File: src/rtl/cpu_pkg.sv
// Shared CPU definitions: datapath defaults, ALU operation encodings and the
// decoded control bundle carried down the pipeline.
package cpu_pkg;

   localparam int XLEN_DEF = 32;
   localparam int REGW_DEF = 5;

   typedef enum logic [3:0] {
      ALU_ADD  = 4'd0,
      ALU_SUB  = 4'd1,
      ALU_AND  = 4'd2,
      ALU_OR   = 4'd3,
      ALU_XOR  = 4'd4,
      ALU_SLL  = 4'd5,
      ALU_SRL  = 4'd6,
      ALU_SRA  = 4'd7,
      ALU_SLT  = 4'd8,
      ALU_SLTU = 4'd9
   } alu_op_e;

   typedef struct packed {
      logic    reg_write;
      logic    mem_read;
      logic    mem_write;
      logic    mem_to_reg;
      logic    alu_src;
      alu_op_e alu_op;
   } ctrl_t;

   // A bubble carries this control word: no architectural side effects.
   localparam ctrl_t CTRL_NOP = '{
      reg_write:  1'b0,
      mem_read:   1'b0,
      mem_write:  1'b0,
      mem_to_reg: 1'b0,
      alu_src:    1'b0,
      alu_op:     ALU_ADD
   };

endpackage

File: src/rtl/hazard_detect.sv
// Load-use hazard detector: flags a decode instruction that reads the
// destination of a load still sitting in ID/EX. Register 0 never hazards.
module hazard_detect
   import cpu_pkg::*;
#(
   parameter int REGW = REGW_DEF
) (
   input  logic            id_valid,
   input  logic [REGW-1:0] id_rs1,
   input  logic [REGW-1:0] id_rs2,
   input  logic            id_ex_valid,
   input  logic            id_ex_mem_read,
   input  logic [REGW-1:0] id_ex_rd,
   output logic            load_use_stall
);

   logic rd_nonzero_s;
   logic src_match_s;

   // Hazard compare on the decode sources against the in-flight load.
   always_comb begin
      rd_nonzero_s   = (id_ex_rd != {REGW{1'b0}});
      src_match_s    = (id_rs1 == id_ex_rd) | (id_rs2 == id_ex_rd);
      load_use_stall = id_valid & id_ex_valid & id_ex_mem_read & rd_nonzero_s & src_match_s;
   end

endmodule

File: src/rtl/id_ex_stage.sv
// ID/EX pipeline register with load-use bubble insertion and flush handling.
// Optional macro ID_EX_STALL_CNT_EN adds a 32-bit load-use stall counter.
module id_ex_stage
   import cpu_pkg::*;
#(
   parameter int XLEN = XLEN_DEF,
   parameter int REGW = REGW_DEF
) (
   input  logic            clk,
   input  logic            reset,
   input  logic            id_valid,
   output logic            id_ready,
   input  logic [XLEN-1:0] id_pc,
   input  logic [REGW-1:0] id_rs1,
   input  logic [REGW-1:0] id_rs2,
   input  logic [REGW-1:0] id_rd,
   input  logic [XLEN-1:0] id_imm,
   input  logic [XLEN-1:0] id_rs1_data,
   input  logic [XLEN-1:0] id_rs2_data,
   input  ctrl_t           id_ctrl,
   input  logic            ex_ready,
   input  logic            ex_flush,
   output logic            id_ex_valid,
   output logic [XLEN-1:0] id_ex_pc,
   output logic [XLEN-1:0] id_ex_imm,
   output logic [XLEN-1:0] id_ex_rs1_data,
   output logic [XLEN-1:0] id_ex_rs2_data,
   output logic [REGW-1:0] id_ex_rs1,
   output logic [REGW-1:0] id_ex_rs2,
   output logic [REGW-1:0] id_ex_rd,
   output ctrl_t           id_ex_ctrl,
   output logic            load_use_stall
`ifdef ID_EX_STALL_CNT_EN
   ,
   output logic [31:0]     stall_cnt
`endif
);

   logic            load_use_stall_s;
   logic            load_en_s;
   logic            bubble_en_s;
   logic            valid_r;
   ctrl_t           ctrl_r;
   logic [REGW-1:0] rs1_r;
   logic [REGW-1:0] rs2_r;
   logic [REGW-1:0] rd_r;
   logic [XLEN-1:0] pc_r;
   logic [XLEN-1:0] imm_r;
   logic [XLEN-1:0] rs1_data_r;
   logic [XLEN-1:0] rs2_data_r;

   hazard_detect #(.REGW(REGW)) u_hazard_detect (
      .id_valid       (id_valid),
      .id_rs1         (id_rs1),
      .id_rs2         (id_rs2),
      .id_ex_valid    (valid_r),
      .id_ex_mem_read (ctrl_r.mem_read),
      .id_ex_rd       (rd_r),
      .load_use_stall (load_use_stall_s)
   );

   // Update selection; flush wins over a stalled execute stage and over the hazard.
   always_comb begin
      load_en_s   = ~ex_flush & ex_ready & ~load_use_stall_s & id_valid;
      bubble_en_s = ex_flush | (ex_ready & ~load_en_s);
      id_ready    = ex_flush | (ex_ready & ~load_use_stall_s);
   end

   // Valid, control and register indices: cleared by a bubble.
   always_ff @(posedge clk or posedge reset) begin
      if (reset) begin
         valid_r <= 1'b0;
         ctrl_r  <= CTRL_NOP;
         rs1_r   <= {REGW{1'b0}};
         rs2_r   <= {REGW{1'b0}};
         rd_r    <= {REGW{1'b0}};
      end else if (bubble_en_s) begin
         valid_r <= 1'b0;
         ctrl_r  <= CTRL_NOP;
         rs1_r   <= {REGW{1'b0}};
         rs2_r   <= {REGW{1'b0}};
         rd_r    <= {REGW{1'b0}};
      end else if (load_en_s) begin
         valid_r <= 1'b1;
         ctrl_r  <= id_ctrl;
         rs1_r   <= id_rs1;
         rs2_r   <= id_rs2;
         rd_r    <= id_rd;
      end
   end

   // Data payload: only a real capture changes it, bubbles leave it untouched.
   always_ff @(posedge clk or posedge reset) begin
      if (reset) begin
         pc_r       <= {XLEN{1'b0}};
         imm_r      <= {XLEN{1'b0}};
         rs1_data_r <= {XLEN{1'b0}};
         rs2_data_r <= {XLEN{1'b0}};
      end else if (load_en_s) begin
         pc_r       <= id_pc;
         imm_r      <= id_imm;
         rs1_data_r <= id_rs1_data;
         rs2_data_r <= id_rs2_data;
      end
   end

`ifdef ID_EX_STALL_CNT_EN
   logic [31:0] stall_cnt_r;

   // Counts edges where the hazard bubble is actually inserted; wraps freely.
   always_ff @(posedge clk or posedge reset) begin
      if (reset) begin
         stall_cnt_r <= 32'd0;
      end else if (load_use_stall_s & ~ex_flush & ex_ready) begin
         stall_cnt_r <= stall_cnt_r + 32'd1;
      end
   end

   assign stall_cnt = stall_cnt_r;
`endif

   assign load_use_stall = load_use_stall_s;
   assign id_ex_valid    = valid_r;
   assign id_ex_ctrl     = ctrl_r;
   assign id_ex_rs1      = rs1_r;
   assign id_ex_rs2      = rs2_r;
   assign id_ex_rd       = rd_r;
   assign id_ex_pc       = pc_r;
   assign id_ex_imm      = imm_r;
   assign id_ex_rs1_data = rs1_data_r;
   assign id_ex_rs2_data = rs2_data_r;

endmodule
File: config.mk
export PLATFORM = sky130hd
export DESIGN_NAME = id_ex_stage
export DESIGN_NICKNAME = d
export VERILOG_FILES = /design/src/rtl/cpu_pkg.sv /design/src/rtl/hazard_detect.sv /design/src/rtl/id_ex_stage.sv
export SDC_FILE = /design/constraint.sdc
export NUM_CORES = 1
export LEC_CHECK = 0
export BUFFER_PORTS_ARGS = -buffer_cell sky130_fd_sc_hd__buf_4
export CORE_MARGIN = 4
export CORE_UTILIZATION = 42
export DETAILED_ROUTE_END_ITERATION = 10
export PLACE_DENSITY = 0.87
export SETUP_SLACK_MARGIN = 0.05
export SYNTH_ARGS = -nofsm -noshare
export SYNTH_HDL_FRONTEND = slang
export SYNTH_HIERARCHICAL = 1
export SYNTH_SLANG_ARGS = --single-unit
File: constraint.sdc
create_clock -name clk -period 5.4 [get_ports clk]
set_clock_uncertainty 0.15 [all_clocks]
set_input_delay 0.81 -clock clk [delete_from_list [all_inputs] [get_ports clk]]
set_output_delay 0.81 -clock clk [all_outputs]
set_load 0.02 [all_outputs]
==> results of run 1 <==
-- per-layer routing --
metal / vias to the layer above / track usage (%) / part of all wire, % / wire length [um]
met5: - / 0 / 0 / 0
met4: 0 / 5.77 / 1.9 / 336
met3: 25 / 6.00 / 7.9 / 1390
met2: 201 / 32.4 / 52 / 9070
met1: 2211 / 22.4 / 39 / 6760
li1: 2040 / - / - / -
-- flip-flops by register name, indices dropped and copies added, names as in the netlist --
name / cells
id_ex_valid: 1
id_ex_pc: 32
id_ex_rs1_data: 32
id_ex_rs2: 5
id_ex_rs2_data: 32
id_ex_rs1: 5
id_ex_ctrl: 9
id_ex_imm: 32
id_ex_rd: 5
-- cells in the mapped netlist --
library cell,number
a21o_1,1
a21oi_1,26
and4bb_4,1
buf_12,11
buf_2,2
buf_6,2
buf_8,2
clkbuf_1,11
dfrtp_1,153
inv_1,2
mux2_1,8
mux2_4,120
nand2b_1,25
nand3_1,2
nand3b_1,1
nand4b_1,24
nor3_1,2
o2111ai_1,1
or4_1,1
xnor2_1,4
xor2_1,6
-- worst max path at each step --
stage,to,slack (ps)
3_5_place_dp,id_ex_rs1_data[8]$_DFFE_PP0P_,2120
5_1_grt,id_ex_rs1_data[8]$_DFFE_PP0P_,2060
3_3_place_gp,id_ex_rs1_data[7]$_DFFE_PP0P_,2160
4_1_cts,id_ex_rs1_data[8]$_DFFE_PP0P_,2160
2_1_floorplan,id_ex_ctrl[0]$_DFFE_PP0P_,320
6_report,id_ex_rs1_data[13]$_DFFE_PP0P_,2140
-- metrics by stage --
step / std cells / hold WS [ps] / utilization (%)
6_report: 936 / 285 / 62.4
5_1_grt: 936 / 315 / 62.4
4_1_cts: 936 / 296 / 62.4
3_5_place_dp: 904 / 331 / 58.6
3_3_place_gp: 904 / 320 / 58.6
2_1_floorplan: 405 / 459 / -
-- cell families (layout without fill, tap and decap cells) --
family | count (synthesis) | count (layout) | share of synthesized area, %
AOI/OAI and AO/OA | 28 | 28 | 2.18
DFF | 153 | 153 | 57.1
and+or+nand+nor | 56 | 56 | 6.23
xor gates and xnor gates | 10 | 10 | 1.31
muxes | 128 | 128 | 28.2
buffers and inverters | 30 | 350 | 4.95
-- worst max-delay path: stages (launching register included) --
cell,delay [ps]
dfrtp_1,460
or4_1,540
o2111ai_1,200
a21oi_1,80
and4bb_4,640
buf_4,640
mux2_1,390
-- power breakdown --
| group | total (uW) | internal (uW) | switching [uW] | leakage, uW |
|---|---|---|---|---|
| logic | 1020 | 553 | 470 | 0.00259 |
| registers | 1450 | 1340 | 118 | 0.00186 |
| clock network | 1190 | 694 | 500 | 0.000278 |
| total | 3670 | 2580 | 1090 | 0.00472 |
-- final cells by class --
| class | count | share of cell area, % |
|---|---|---|
| clock inverter | 14 | 1.68 |
| sequential | 153 | 39.8 |
| timing repair buffer | 316 | 24.8 |
| tap | 211 | 2.74 |
| clock buffer | 18 | 4.46 |
| multi-input combinational | 222 | 26.4 |
| inverter | 2 | 0.130 |
==> impl_metrics.ini, run 1 <==
[synthesis]
netlist_instances = 405
post_synth.cell_area_avg_um2 = 16.6
yosys_warnings = 6
synth_area_um2 = 6700
synth.net_count = 562
ys_ff_latch = 153
synth_cell_types = 21
synth_area_leaders = dfrtp_1, mux2_4, buf_12
ys_seq_area_share_pct = 57.1
synth_top_cell_by_area = dfrtp_1
yosys.area.top_type_share_pct = 57.1

[pwr]
powerDensity_nw_per_um2 = 381
total_power_uw = 3670
leakagePower_uw = 0.00472
ir_drop_mv = 0.194

[critical_path]
reg2reg_slack_ps = 2140
critical_path_required_ps = 5540
end_kind = flip-flop
path_class = reg -> reg
r2r_start = id_ex_rd[1]$_DFFE_PP0P_
rr_endpoint = id_ex_rs1_data[13]$_DFFE_PP0P_
cp_data_arrival_time_ps = 3390
critPathMaxFanout = 39
reg2reg_depth = 6
startpoint_type = flip-flop
crit_path_start = id_ex_rd[1]$_DFFE_PP0P_

[sta]
min_period_ps = 3260
rsz0062_at_grt = false
finalSetupViolCount = 0
finalCritPeriodShare_pct = 60.3
fin_ws_ps = 2140
fmax_mhz = 307
slew-limit-headroom_pct = 56.0
worst_slew_pin_slew_ps = 659
finalHoldViolations = 0
tns_ps = 0
slew_violations = 0

[global_routing]
grt_overflow = 0
grt_pass1_wl_mm = 26.6
grt_pass1_vias = 4746
grt.total_usage_pct = 18.8
antenna_found_initial = 0
grt_max_degree = 72

[drt]
vias = 4477
wl_per_cell_um = 18.8
drc = 0
firstDrtPassIters = 5
wl_mm = 17.6
vias_per_cell = 4.78
ant_nets = 0
drt_first_iter_violations = 182

[clock_network]
cts_resized = 0
cts_buffers = 17
cts_setup_buffers = 0
htreeDepth = 4
ctsHoldBuffers = 0
cts_sinks = 153
clock_latency_ps = 410
cts_root_buf = clkbuf_16
cts_max_path_buffers = 2
cts_tree = yes
clk_transition_reported_paths_ps = 70

[placed_design]
place.gp.congestion = 0.778
post-place-ws_ps = 2120
dpl.hpwl_mm = 13.0
io_buffers = 311
placed_area_um2 = 9030

[run]
maxCapViolations = 0

[die]
io-pin-count = 312
die_w_um = 134
core_um2 = 15400
dieArea_um2 = 18000
die_h_um = 134
std_cell_rows = 45
start_util_pct = 43.5

[layout]
nFillCells = 1216
area_growth_syn_to_layout_pct = 43.6
multi_input_area_um2 = 2540
fin_nets = 869
final_area_um2 = 9620
regArea_um2 = 3830
diodes = 0
layout_commonest_cell = buf_4
most-common-layout-cells = buf_4, dfrtp_1, mux2_4
drive_gt1_share_pct = 64.7

[min_path]
min_path_type = in -> async

[run_status]
status = finished, final reports clean
Note: power is estimated with default switching activity, not from simulation.
==> run 2: changes to the inputs <==
- CORE_UTILIZATION: 42 -> 45
- PLACE_DENSITY: 0.87 -> 0.89
- clock period: 5.4 -> 3 ns (I/O delays scaled with it)
==> run 2 against run 1 <==
Global-route usage grew 2.2 points. Wire length grew 5.7%. First-iteration DRC count is 14% higher. Clock power increased by 94%. Count of clock-buffer cells in the layout increased by 1. Sequential share of layout area is 0.60 points lower. Sequential power up 81%. Die area is 6.3% lower. Final cell count shrank 1.8%. Largest cell class unchanged. Largest power group unchanged. Highest routed layer unchanged.
==> impl_metrics.ini, run 2 (same netlist as run 1, synthesis figures left out) <==
[clock_network]
cts_max_path_buffers = 2
htreeDepth = 4
clk_transition_reported_paths_ps = 60
cts_root_buf = clkbuf_16
cts_tree = yes
cts_buffers = 17
cts_sinks = 153
clock_latency_ps = 410

[global_routing]
grt_pass1_wl_mm = 27.4
antenna_found_initial = 0
grt.total_usage_pct = 21.0
grt_overflow = 0
grt_pass1_vias = 5061
grt_max_degree = 142

[die]
start_util_pct = 46.0
dieArea_um2 = 16900
die_h_um = 130
std_cell_rows = 44
die_w_um = 130
io-pin-count = 312
core_um2 = 14600

[drt]
drt_first_iter_violations = 207
wl_per_cell_um = 20.2
ant_nets = 0
wl_mm = 18.6
firstDrtPassIters = 4
drc = 0
vias_per_cell = 5.08
vias = 4673

[layout]
multi_input_area_um2 = 2550
nFillCells = 1002
layout_commonest_cell = buf_4
diodes = 0
drive_gt1_share_pct = 65.3
fin_nets = 879
regArea_um2 = 3830
post_layout_nonfiller_instances = 919
most-common-layout-cells = buf_4, dfrtp_1, mux2_4
area_growth_syn_to_layout_pct = 45.8

[run_status]
status = finished, final reports clean

[sta]
slew-limit-headroom_pct = 45.7
fmax_mhz = 357
worst_slew_pin_slew_ps = 815
min_period_ps = 2800
finalSetupViolCount = 0
fin_ws_ps = 198
tns_ps = 0
slew_violations = 0
finalCritPeriodShare_pct = 93.4
rsz0062_at_grt = false
finalHoldViolations = 0

[placed_design]
place.gp.congestion = 0.834
post-place-ws_ps = 345
dpl.hpwl_mm = 13.5
io_buffers = 311
dp.cells = 885

[critical_path]
cp_data_arrival_time_ps = 2200
startpoint_type = flip-flop
reg2reg_depth = 7
end_kind = output port
critPathMaxFanout = 14
path_class = reg -> out
critical_path_required_ps = 2400

[min_path]
min_path_cells = 2
min_path_type = in -> reg

[pwr]
leakagePower_uw = 0.00481
powerDensity_nw_per_um2 = 695
ir_drop_mv = 0.333

[run]
maxCapViolations = 0
run 2: area by class of cell:
cell class                      instances  share of cell area (%)
Clock buffer                           19                    4.53
Tap cell                              184                    2.36
Timing Repair Buffer                  326                    25.7
Multi-Input combinational cell        222                    26.1
Clock inverter                         13                    1.97
Sequential cell                       153                    39.2
Inverter                                2                   0.115
run 2: where the power goes:
group | leakage, uW | switching, uW | internal, uW
Sequential | 0.00186 | 221 | 2410
Combinational | 0.00265 | 854 | 1010
Clock | 0.000304 | 881 | 1420
run 2: worst max-delay path: stages, from the launching register on:
cell and delay [ps]:
dfrtp_1 450, or4_1 570, o2111ai_1 240, a21oi_2 80, buf_6 160, inv_1 50
a21o_1 100, buf_4 130
run 2: through the flow:
step	total power, uW	hold slack, ps	utilization, %	area (um^2)
2_1_floorplan	3650	435	-	6710
3_3_place_gp	4450	272	62.4	9110
3_5_place_dp	4520	286	62.4	9110
4_1_cts	6850	77.5	66.9	9750
5_1_grt	7060	87.4	67.0	9770
6_report	6790	98.9	67.0	9770
run 2: per-layer routing:
| metal | wire (um) | global-route usage [%] |
|---|---|---|
| met4 | 541 | 8.62 |
| met1 | 6730 | 23.2 |
| met2 | 9720 | 37.3 |
| met3 | 1570 | 6.59 |
| met5 | 0 | 0 |
run 2: what timing repair did:
| item | in CTS | in global routing |
|---|---|---|
| gates resized for setup | 0 | 3 |
| setup buffers | 0 | 0 |
| endpoints found under the hold margin | 12 | 0 |
| endpoints found under the setup margin | 0 | 1 |
| hold buffers | 1 | 0 |
run 2: final timing paths:
| kind | start | end | slack, ps |
|---|---|---|---|
| max reg2reg | id_ex_rd[1]$_DFFE_PP0P_ | id_ex_pc[10]$_DFFE_PP0P_ | 220 |
| min reg2reg | id_ex_rs1_data[7]$_DFFE_PP0P_ | id_ex_rs1_data[7]$_DFFE_PP0P_ | 340 |
| min | id_rs1_data[7] | id_ex_rs1_data[7]$_DFFE_PP0P_ | 100 |
| min in group asynchronous | reset | id_ex_rs1_data[19]$_DFFE_PP0P_ | 410 |
| max | id_ex_rd[1]$_DFFE_PP0P_ | id_ready | 200 |
| max in group asynchronous | reset | id_ex_rs1_data[28]$_DFFE_PP0P_ | 1220 |
